===== src/rtl/dm_icb_seq.sv =====
// Single-outstanding ICB master that feeds the debug module's system-side register port.
// Requests are queued in a small FIFO and issued one at a time; each yields read data or a timeout error.
module dm_icb_seq #(
  parameter int unsigned DEPTH   = 4,
  parameter int unsigned TIMEOUT = 255
) (
  input  logic        clk,
  input  logic        rst,
  input  logic        req_valid,
  output logic        req_ready,
  input  logic [11:0] req_addr,
  input  logic        req_read,
  input  logic [31:0] req_wdata,
  output logic        rsp_valid,
  input  logic        rsp_ready,
  output logic [31:0] rsp_rdata,
  output logic        rsp_err,
  output logic        icb_cmd_valid,
  input  logic        icb_cmd_ready,
  output logic [11:0] icb_cmd_addr,
  output logic        icb_cmd_read,
  output logic [31:0] icb_cmd_wdata,
  input  logic        icb_rsp_valid,
  output logic        icb_rsp_ready,
  input  logic [31:0] icb_rsp_rdata,
  output logic        busy
);

  localparam int unsigned AW = $clog2(DEPTH);
  localparam int unsigned CW = (TIMEOUT == 0) ? 1 : $clog2(TIMEOUT + 1);
  localparam int unsigned EW = 45;

  typedef enum logic [1:0] {IDLE, CMD, RSP, DONE} state_t;

  state_t          state, state_nxt;
  logic [EW-1:0]   mem [DEPTH];
  logic [AW-1:0]   wptr, rptr;
  logic [AW:0]     fcnt;
  logic [CW-1:0]   tcnt;
  logic            stale;
  logic            full, empty, push, pop, cmd_hs, rsp_hs, tmo;

  assign full      = (fcnt == (AW+1)'(DEPTH));
  assign empty     = (fcnt == '0);
  assign req_ready = ~full;
  assign push      = req_valid & ~full;

  assign icb_cmd_valid = (state == CMD);
  assign icb_rsp_ready = (state == RSP) | stale;
  assign rsp_valid     = (state == DONE);
  assign busy          = ~empty | (state != IDLE) | stale;

  // State register
  always_ff @(posedge clk) begin
    if (rst) state <= IDLE;
    else     state <= state_nxt;
  end

  // Next-state and per-cycle handshake decode
  always_comb begin
    state_nxt = state;
    pop       = 1'b0;
    cmd_hs    = 1'b0;
    rsp_hs    = 1'b0;
    tmo       = 1'b0;
    case (state)
      IDLE: if (!empty && !stale) begin
        pop       = 1'b1;
        state_nxt = CMD;
      end
      CMD: if (icb_cmd_ready) begin
        cmd_hs    = 1'b1;
        state_nxt = RSP;
      end
      RSP: begin
        // A response arriving on the deadline cycle still wins over the timeout
        if (icb_rsp_valid) begin
          rsp_hs    = 1'b1;
          state_nxt = DONE;
        end else if ((TIMEOUT != 0) && (tcnt == CW'(TIMEOUT))) begin
          tmo       = 1'b1;
          state_nxt = DONE;
        end
      end
      DONE: if (rsp_ready) state_nxt = IDLE;
      default: state_nxt = IDLE;
    endcase
  end

  // FIFO storage, no reset needed: entries are only read after being written
  always_ff @(posedge clk) begin
    if (push) mem[wptr] <= {req_addr, req_read, req_wdata};
  end

  // Pointers, occupancy, command registers, timeout counter, response and stale tracking
  always_ff @(posedge clk) begin
    if (rst) begin
      wptr          <= '0;
      rptr          <= '0;
      fcnt          <= '0;
      tcnt          <= '0;
      stale         <= 1'b0;
      icb_cmd_addr  <= '0;
      icb_cmd_read  <= 1'b0;
      icb_cmd_wdata <= '0;
      rsp_rdata     <= '0;
      rsp_err       <= 1'b0;
    end else begin
      if (push) wptr <= wptr + AW'(1);
      if (pop) begin
        rptr <= rptr + AW'(1);
        {icb_cmd_addr, icb_cmd_read, icb_cmd_wdata} <= mem[rptr];
      end
      if (push && !pop)      fcnt <= fcnt + (AW+1)'(1);
      else if (pop && !push) fcnt <= fcnt - (AW+1)'(1);

      if (cmd_hs)
        tcnt <= '0;
      else if ((state == RSP) && !rsp_hs && !tmo && (tcnt != '1))
        tcnt <= tcnt + CW'(1);

      if (rsp_hs) begin
        rsp_rdata <= icb_cmd_read ? icb_rsp_rdata : 32'd0;
        rsp_err   <= 1'b0;
      end else if (tmo) begin
        rsp_rdata <= 32'd0;
        rsp_err   <= 1'b1;
      end

      // A timed-out response may still arrive later; swallow exactly one
      if (tmo)
        stale <= 1'b1;
      else if (stale && (state != RSP) && icb_rsp_valid)
        stale <= 1'b0;
    end
  end

endmodule


===== config.mk =====
export PLATFORM = sky130hd
export DESIGN_NAME = dm_icb_seq
export DESIGN_NICKNAME = d
export VERILOG_FILES = /design/src/rtl/dm_icb_seq.sv
export SDC_FILE = /design/constraint.sdc
export NUM_CORES = 1
export LEC_CHECK = 0
export ABC_AREA = 1
export CAP_MARGIN = 40
export CORE_MARGIN = 3
export CORE_UTILIZATION = 48
export DETAILED_ROUTE_END_ITERATION = 8
export PLACE_DENSITY = 0.75
export SYNTH_ARGS = -nofsm -noshare
export SYNTH_HDL_FRONTEND = slang
export SYNTH_SLANG_ARGS = --single-unit

===== constraint.sdc =====
create_clock -name clk -period 3.4 [get_ports clk]
set_input_delay 1.02 -clock clk [delete_from_list [all_inputs] [get_ports clk]]
set_output_delay 1.02 -clock clk [all_outputs]
set_load 0.02 [all_outputs]

After elaboration in Yosys (flattened, before gate mapping). Memory sizes are Yosys's and may differ from the RTL's. A register that Yosys moved wholly into a read port is not among the register bits. Index checks and enable logic that the tools add are counted.

Bits in writable memories: 180. Output and inout port bits: 83. Memories: 1. Register bits: 51. Logic and storage cells: 78. Input bits: 83.

Memories: mem (words 4, width 45, rd ports 1, clocked after memory_dff 1, write ports 1, RTL line 36) `logic [EW-1:0] mem [DEPTH];`.

$add $sub $neg: 5. Mux-type cells: 24. Equality and inequality tests: 11. Reduce and logical (&&, ||, !) cells: 23. Bitwise operators: 6.

Operators by type and width (number): 32-bit two-way mux (3); 1-bit two-way mux (13); 2-bit two-way mux (5); 8-bit by 1-bit adder with 8-bit output (second input constant) (1); 8-bit equality test (second input constant) (1); 1-bit logical AND (8); 8-bit inequality test (second input constant) (1); 2-bit case mux with 4 select lines (1); 2-bit nonzero test (4); 1-bit logical NOT (6); 3-bit two-way mux (2); 2-bit by 1-bit adder with 2-bit output (second input constant) (2); 2-bit equality test (second input constant) (2); 2-bit by 1-bit inequality test with 1-bit output (second input constant) (2); 2-bit inequality test (second input constant) (2); 4-bit AND reduction (1); 2-bit OR reduction (2); 3-bit by 1-bit adder with 3-bit output (second input constant) (1); 3-bit equality test (second input constant) (1); 3-bit logical NOT (1); 3-bit inequality test (second input constant) (1); 1-bit OR (3); 3-bit by 1-bit subtractor with 3-bit output (second input constant) (1); 2-bit by 1-bit equality test with 1-bit output (second input constant) (1); 3 further kinds (4).

Longest topological paths before layout. Gate-level depths: netlist (run 1).

Word-level depth: 8. Depth in mapped cells: 11. Gate-level depth less buffers: 11.

Worst setup path after synthesis (run 1). OpenSTA, ideal clock, no wires.

Path kind: input port to flip-flop. From: input port req_valid. To: memory mem[0][0], enable pin. Library setup time: 0.448 ns. Cell stages on the path: 2. Data arrival time: 3.086 ns. Setup slack: -0.134 ns. Data required time: 2.952 ns. Path buffers: 0. Cells stage by stage: nand2_1 -> nor2_1.

Cells in the longest elaborated chain, start to end: 3.

RTL lines: start: declaration (RTL line 9) `input logic req_valid,`; 1-bit AND (RTL line 46) `assign push = req_valid & ~full;`; 1-bit two-way mux (RTL line 92) `if (push) mem[wptr] <= {req_addr, req_read, req_wdata};`; 1-bit two-way mux (not written as such) (RTL line 92); end: declaration (RTL line 36).

No other way between the ends.

Worst setup path after layout (run 1).
From: register state[0]. To: output port icb_rsp_ready.

Cells in the longest elaborated chain, start to end: 2.

RTL lines: start: declaration (RTL line 35) `state_t state, state_nxt;`; start signal: assignment (RTL line 56) `else state <= state_nxt;`; 2-bit equality test (RTL line 49) `assign icb_rsp_ready = (state == RSP) | stale;`; 1-bit OR (RTL line 49); end: declaration (RTL line 24) `output logic icb_rsp_ready,`.

No other way between the ends.

==> impl_metrics.ini, run 1 <==
[pwr]
p_switching_uw = 3470
internal-power_uw = 7210
p_clk_share_pct = 30.3
swShare_pct = 32.5
p_leak_uw = 0.00464
power_frac_comb_pct = 29.6
powerDensity_nw_per_um2 = 799
vdd_drop_max_v = 0.000660
p_seq_share_pct = 40.1

[detailed_routing]
via_per_inst = 5.30
ant_nets = 0
dr.pass1.iters = 4
drt_iter0_drc = 595
drcViolationCount = 0
wl_per_cell_um = 16.7
wirelength_um = 23100
via_count = 7335

[critical_path]
startpoint = state[0]$_SDFFE_PP0P_
cp_common_cell = inv_1
critPathSlowestCell = clkdlybuf4s50_1
worstSetupPathType = reg2out
worst_setup_path_start_kind = flip-flop
worstSetupEndpointType = primary output
critPathMaxFanout = 3
crit_chain = inv_1, ha_1, inv_1, nand2_1, clkdlybuf4s50_1
timing.rr.end = fcnt[2]$_SDFFE_PP0P_
slowest_delay_ns = 0.55
arrival_ns = 1.97
ff2ff_path_depth = 10
r2r_slack_ns = 1.43
cp-endpoint = icb_rsp_ready
required_ns = 2.38
r2r_start = state[0]$_SDFFE_PP0P_

[yosys]
synth_warnings = 0
synth.avg_cell_area_um2 = 11.2
synthTopCellsByArea = edfxtp_1 51%, dfxtp_1 18%, nor2_1 7.0%
yosysTopAreaCellShare_pct = 51.4
ys_seq_area_share_pct = 69.7
synth_area_um2 = 10500
synthesis.nets = 1029
syn_inst = 935
ys_types = 29
ys_ff_latch = 276
synth_top_cell_by_area = edfxtp_1

[clocking]
numCtsBuffers = 27
cts_resized = 0
clkTransAtPathRegs_ns = 0.06
cts_tree = done
ctsRootBufferMaster = clkbuf_16
clock_path_buffers = 3
cts_sinks = 276
cts_max_level = 1
clk_latency_ns = 0.54
postCtsSetupRepairBufs = 0
holdBufCountCts = 0

[final_layout]
n_antenna_cell = 0
fin_util_pct = 62.8
layout-drive-gt1-share_pct = 8.11
nNetsFinal = 1183
final_cells = 1385
n_fill_cell = 1611
area_growth_pct = 27.2

[timing]
slew_headroom_pct = 53.0
finalCriticalPeriod_ns = 2.99
final-hold-violation-count = 0
rsz0062_at_grt = no
finalWorstSetupSlack_ns = 0.410
drv_slew = 0
finalCritPeriodShare_pct = 87.9
setup_violations = 0
clock_skew_ns = 0.0143
worst_pin_slew_ns = 0.703
max_freq_mhz = 334

[grt]
antenna_found_initial = 0
grt_overflow = 0
grt_usage_pct = 18.9
grt_max_degree = 62
first_global_vias = 7205
grt_pass1_wl_um = 36500

[place]
dp.cells = 1335
gp_congestion = 0.771
pre_cts_slack_ns = 0.649
hpwl_um = 13600
portBuffers = 165

[floorplanning]
rows = 53
pin_count = 166
initial_core_util_pct = 49.4
die-area_um2 = 23700
core_area_um2 = 21300
die_h_um = 154
die_w_um = 154

[job]
drv_cap = 0

[run_status]
status = completed

[worst_hold_path]
holdCritPathClass = reg2reg
logic make-up (layout without fill, tap and decap cells):
| logic type | Yosys count | count (layout) | share of synthesized area [%] |
|---|---|---|---|
| adders and majority gates | 11 | 11 | 1.38 |
| AOI/OAI and AO/OA | 237 | 237 | 11.8 |
| DFF | 276 | 276 | 69.7 |
| and+or+nand+nor | 320 | 320 | 12.5 |
| buffers and inverters | 90 | 265 | 4.49 |
| xor gates and xnor gates | 1 | 1 | 0.0834 |
metal layers:
metal  wire length, um  global-route usage (%)  up-vias
li1                  -                       -     3553
met1             10100                    25.4     3468
met2             10900                    31.2      273
met3              1670                    3.91       41
met4               572                    6.06        0
met5                 0                       0        -
synth_stat cells:
| master | n |
|---|---|
| nand4_1 | 2 |
| buf_2 | 23 |
| nand2_4 | 1 |
| nor3_1 | 1 |
| inv_1 | 29 |
| a21oi_1 | 46 |
| nand3_1 | 6 |
| nor2_2 | 2 |
| nor2_1 | 195 |
| clkbuf_2 | 2 |
| inv_4 | 2 |
| xor2_1 | 1 |
| nand3_2 | 3 |
| clkinv_1 | 2 |
| o21ai_1 | 73 |
| o22ai_1 | 45 |
| fa_1 | 1 |
| inv_2 | 3 |
| buf_6 | 10 |
| buf_4 | 6 |
| clkbuf_1 | 13 |
| nor2_4 | 5 |
| o21ai_0 | 72 |
| ha_1 | 10 |
| dfxtp_1 | 96 |
| nand2_1 | 95 |
| a211oi_1 | 1 |
| edfxtp_1 | 180 |
| nand2_2 | 10 |
worst min-delay path by stage:
stage,from,endpoint,slack [ns],cells after the start
after CTS,rsp_rdata[29]$_SDFFE_PP0P_,rsp_rdata[29]$_SDFFE_PP0P_,0.46,2
after detailed placement,rsp_rdata[29]$_SDFFE_PP0P_,rsp_rdata[29]$_SDFFE_PP0P_,0.45,2
after floorplan,stale$_SDFFE_PP0P_,stale$_SDFFE_PP0P_,0.44,2
after global routing,rsp_rdata[20]$_SDFFE_PP0P_,rsp_rdata[20]$_SDFFE_PP0P_,0.48,2
after global placement,rsp_err$_SDFFE_PP0P_,rsp_err$_SDFFE_PP0P_,0.44,2
final,rsp_rdata[29]$_SDFFE_PP0P_,rsp_rdata[29]$_SDFFE_PP0P_,0.46,2
critical path, delay by kind of cell, from the launching register on:
family                     cells  cell delay, ns
and+or+nand+nor                1            0.08
buffers and inverters          3            0.77
adders and majority gates      1            0.24
DFF                            1            0.35
power by group through the flow:
stage	Sequential (uW)	Combinational (uW)	Clock, uW
after floorplan	4510	1910	0
after detailed placement	4350	3150	0
after CTS	4280	3180	3290
after global placement	4340	3030	0
after global routing	4330	3490	3410
final	4280	3160	3240
state kept, by name, summed over array words and instances, names as in the netlist:
register and count:
fcnt 3, icb_cmd_addr 12, icb_cmd_read 1, icb_cmd_wdata 32, mem 180, rptr 2, rsp_err 1, rsp_rdata 32
stale 1, state 2, tcnt 8, wptr 2
final cells by class:
type | count | area, um2 | area share (%)
multi-input combinational | 569 | 2740 | 20.5
clock buffer | 30 | 687 | 5.14
clock inverter | 20 | 288 | 2.15
tap | 275 | 344 | 2.57
sequential | 276 | 7330 | 54.8
inverter | 36 | 140 | 1.05
timing repair buffer | 179 | 1840 | 13.8
per-stage QoR:
stage               hold WS, ns  TNS (ns)  total power [uW]  instance area [um2]
floorplan                 0.443    -24.13              6420                10500
global placement          0.440         0              7360                12300
detailed placement        0.454         0              7490                12400
CTS                       0.463         0             10700                13400
global route              0.477         0             11200                13400
finish                    0.460         0             10700                13400
layout by cell type (no fill, tap or decap), types with 29 or more instances in the layout:
cell type / netlist / layout
nor2_1: 195 / 191
edfxtp_1: 180 / 180
clkdlybuf4s50_1: 0 / 165
nand2_1: 95 / 95
dfxtp_1: 96 / 94
o21ai_1: 73 / 73
o21ai_0: 72 / 72
a21oi_1: 46 / 46
o22ai_1: 45 / 45
inv_1: 29 / 29
Note: power is estimated with default switching activity, not from simulation.
==> inputs of run 2 (changes only) <==
Settings changed: MAX_ROUTING_LAYER set to met4.
==> impl_metrics.ini, run 2 (synthesis results as in run 1) <==
[run_status]
status = completed

[timing]
max_freq_mhz = 334
drv_slew = 0
fin_hold_ws_ns = 0.459
setup_violations = 0
tns_ns = 0
worst_pin_slew_ns = 0.705
rsz0062_at_grt = no
finalCriticalPeriod_ns = 2.99
finalWorstSetupSlack_ns = 0.406
final-hold-violation-count = 0
finalCritPeriodShare_pct = 88.0
clock_skew_ns = 0.0155
slew_headroom_pct = 52.9

[critical_path]
cp_common_cell = inv_1
required_ns = 2.38
path_buf_inv = 3
critPathMaxFanout = 3
arrival_ns = 1.97
timing.rr.end = fcnt[2]$_SDFFE_PP0P_
crit_family = buffers and inverters
r2r_slack_ns = 1.43
r2r_start = state[0]$_SDFFE_PP0P_
critPathSlowestCell = clkdlybuf4s50_1
worstSetupEndpointType = primary output
worstSetupPathType = reg2out
worst_setup_path_start_kind = flip-flop
slowest_delay_ns = 0.55
crit_chain = inv_1, ha_1, inv_1, nand2_1, clkdlybuf4s50_1
ff2ff_path_depth = 10

[place]
pre_cts_slack_ns = 0.649
gp_congestion = 0.781
dp.cells = 1335
hpwl_um = 13600
place_area_um2 = 12400
portBuffers = 165

[detailed_routing]
via_count = 7318
drt_iter0_drc = 551
wl_per_cell_um = 16.7
ant_nets = 0
dr_wl_met2_um = 10800
wl_met3_um = 1600
via_per_inst = 5.28
dr.pass1.iters = 5
wirelength_um = 23100
drt-met1-wl_um = 10200
topRoutingLayerUsed = met4
drcViolationCount = 0

[final_layout]
nNetsFinal = 1183
final_cells = 1385
design_area_um2 = 13400
top_regs = mem (180), icb_cmd_wdata (32), rsp_rdata (32)
n_antenna_cell = 0
final_common_cell = nor2_1
regMostFlops = mem
largest_reg_flops = 180
layout-drive-gt1-share_pct = 8.11
layout_common_cells = 191 x nor2_1, 180 x edfxtp_1, 165 x clkdlybuf4s50_1, 95 x nand2_1, 94 x dfxtp_1
area_growth_pct = 27.2

[grt]
grt_pass1_wl_um = 36600
grt_usage_pct = 19.5
first_global_vias = 7207
grt_max_degree = 62
antenna_found_initial = 0
grt_overflow = 0

[clocking]
ctsRootBufferMaster = clkbuf_16
clkTransAtPathRegs_ns = 0.06
clock_path_buffers = 3
numCtsBuffers = 27
postCtsSetupRepairBufs = 0
cts_sinks = 276
cts_tree = done
cts_resized = 0
clk_latency_ns = 0.54
cts_max_level = 1
holdBufCountCts = 0

[floorplanning]
die-area_um2 = 23700
die_w_um = 154
rows = 53
pin_count = 166
initial_core_util_pct = 49.4
core_area_um2 = 21300
die_h_um = 154

[pwr]
vdd_drop_max_v = 0.000660
p_leak_uw = 0.00464
powerDensity_nw_per_um2 = 799

[worst_hold_path]
hold_path_end = rsp_rdata[29]$_SDFFE_PP0P_
whs_path_depth = 2
holdCritPathClass = reg2reg
min_from = rsp_rdata[29]$_SDFFE_PP0P_

[job]
drv_cap = 0
==> run 2: cell type report <==
class	instances	area (um2)
fillers	1611	7920
flip-flops and latches	276	7330
multi-input cells	569	2740
repair buffers	179	1840
clock inverters	20	288
inverters	36	140
clock buffers	30	687
well taps	275	344
==> run 2: per-layer routing <==
| metal | GRT usage (%) | vias to the layer above |
|---|---|---|
| met3 | 3.80 | 44 |
| met1 | 25.5 | 3457 |
| li1 | - | 3553 |
| met2 | 31.1 | 264 |
| met4 | 6.06 | 0 |
| met5 | - | - |
==> run 2: worst max-delay path by stage <==
stage | from | slack (ns) | depth (start not counted) | to
global route | state[1]$_SDFFE_PP0P_ | 0.31 | 4 | busy
global placement | req_valid | 0.65 | 10 | fcnt[2]$_SDFFE_PP0P_
finish | state[0]$_SDFFE_PP0P_ | 0.41 | 5 | icb_rsp_ready
CTS | state[0]$_SDFFE_PP0P_ | 0.38 | 5 | icb_rsp_ready
floorplan | req_valid | -0.13 | 2 | mem[0][0]$_DFFE_PP_
detailed placement | req_valid | 0.65 | 10 | fcnt[2]$_SDFFE_PP0P_
==> run 2: worst register-to-register path, delay by kind of cell, from the launching register on <==
family / cells / cell delay (ns)
AOI/OAI and AO/OA: 4 / 0.45
adders and majority gates: 3 / 0.80
buffers and inverters: 2 / 0.14
DFF: 1 / 0.35
and+or+nand+nor: 1 / 0.12
==> run 2: stage by stage <==
step	power [uW]	utilization, %
global route	11200	62.8
detailed placement	7490	58.2
CTS	10700	62.8
global placement	7360	58.0
finish	10700	62.8
floorplan	6420	-
==> run 2: where the power goes <==
group	total, uW	switching (uW)	internal (uW)
clock network	3240	1250	2000
logic	3160	1990	1170
registers	4280	237	4040
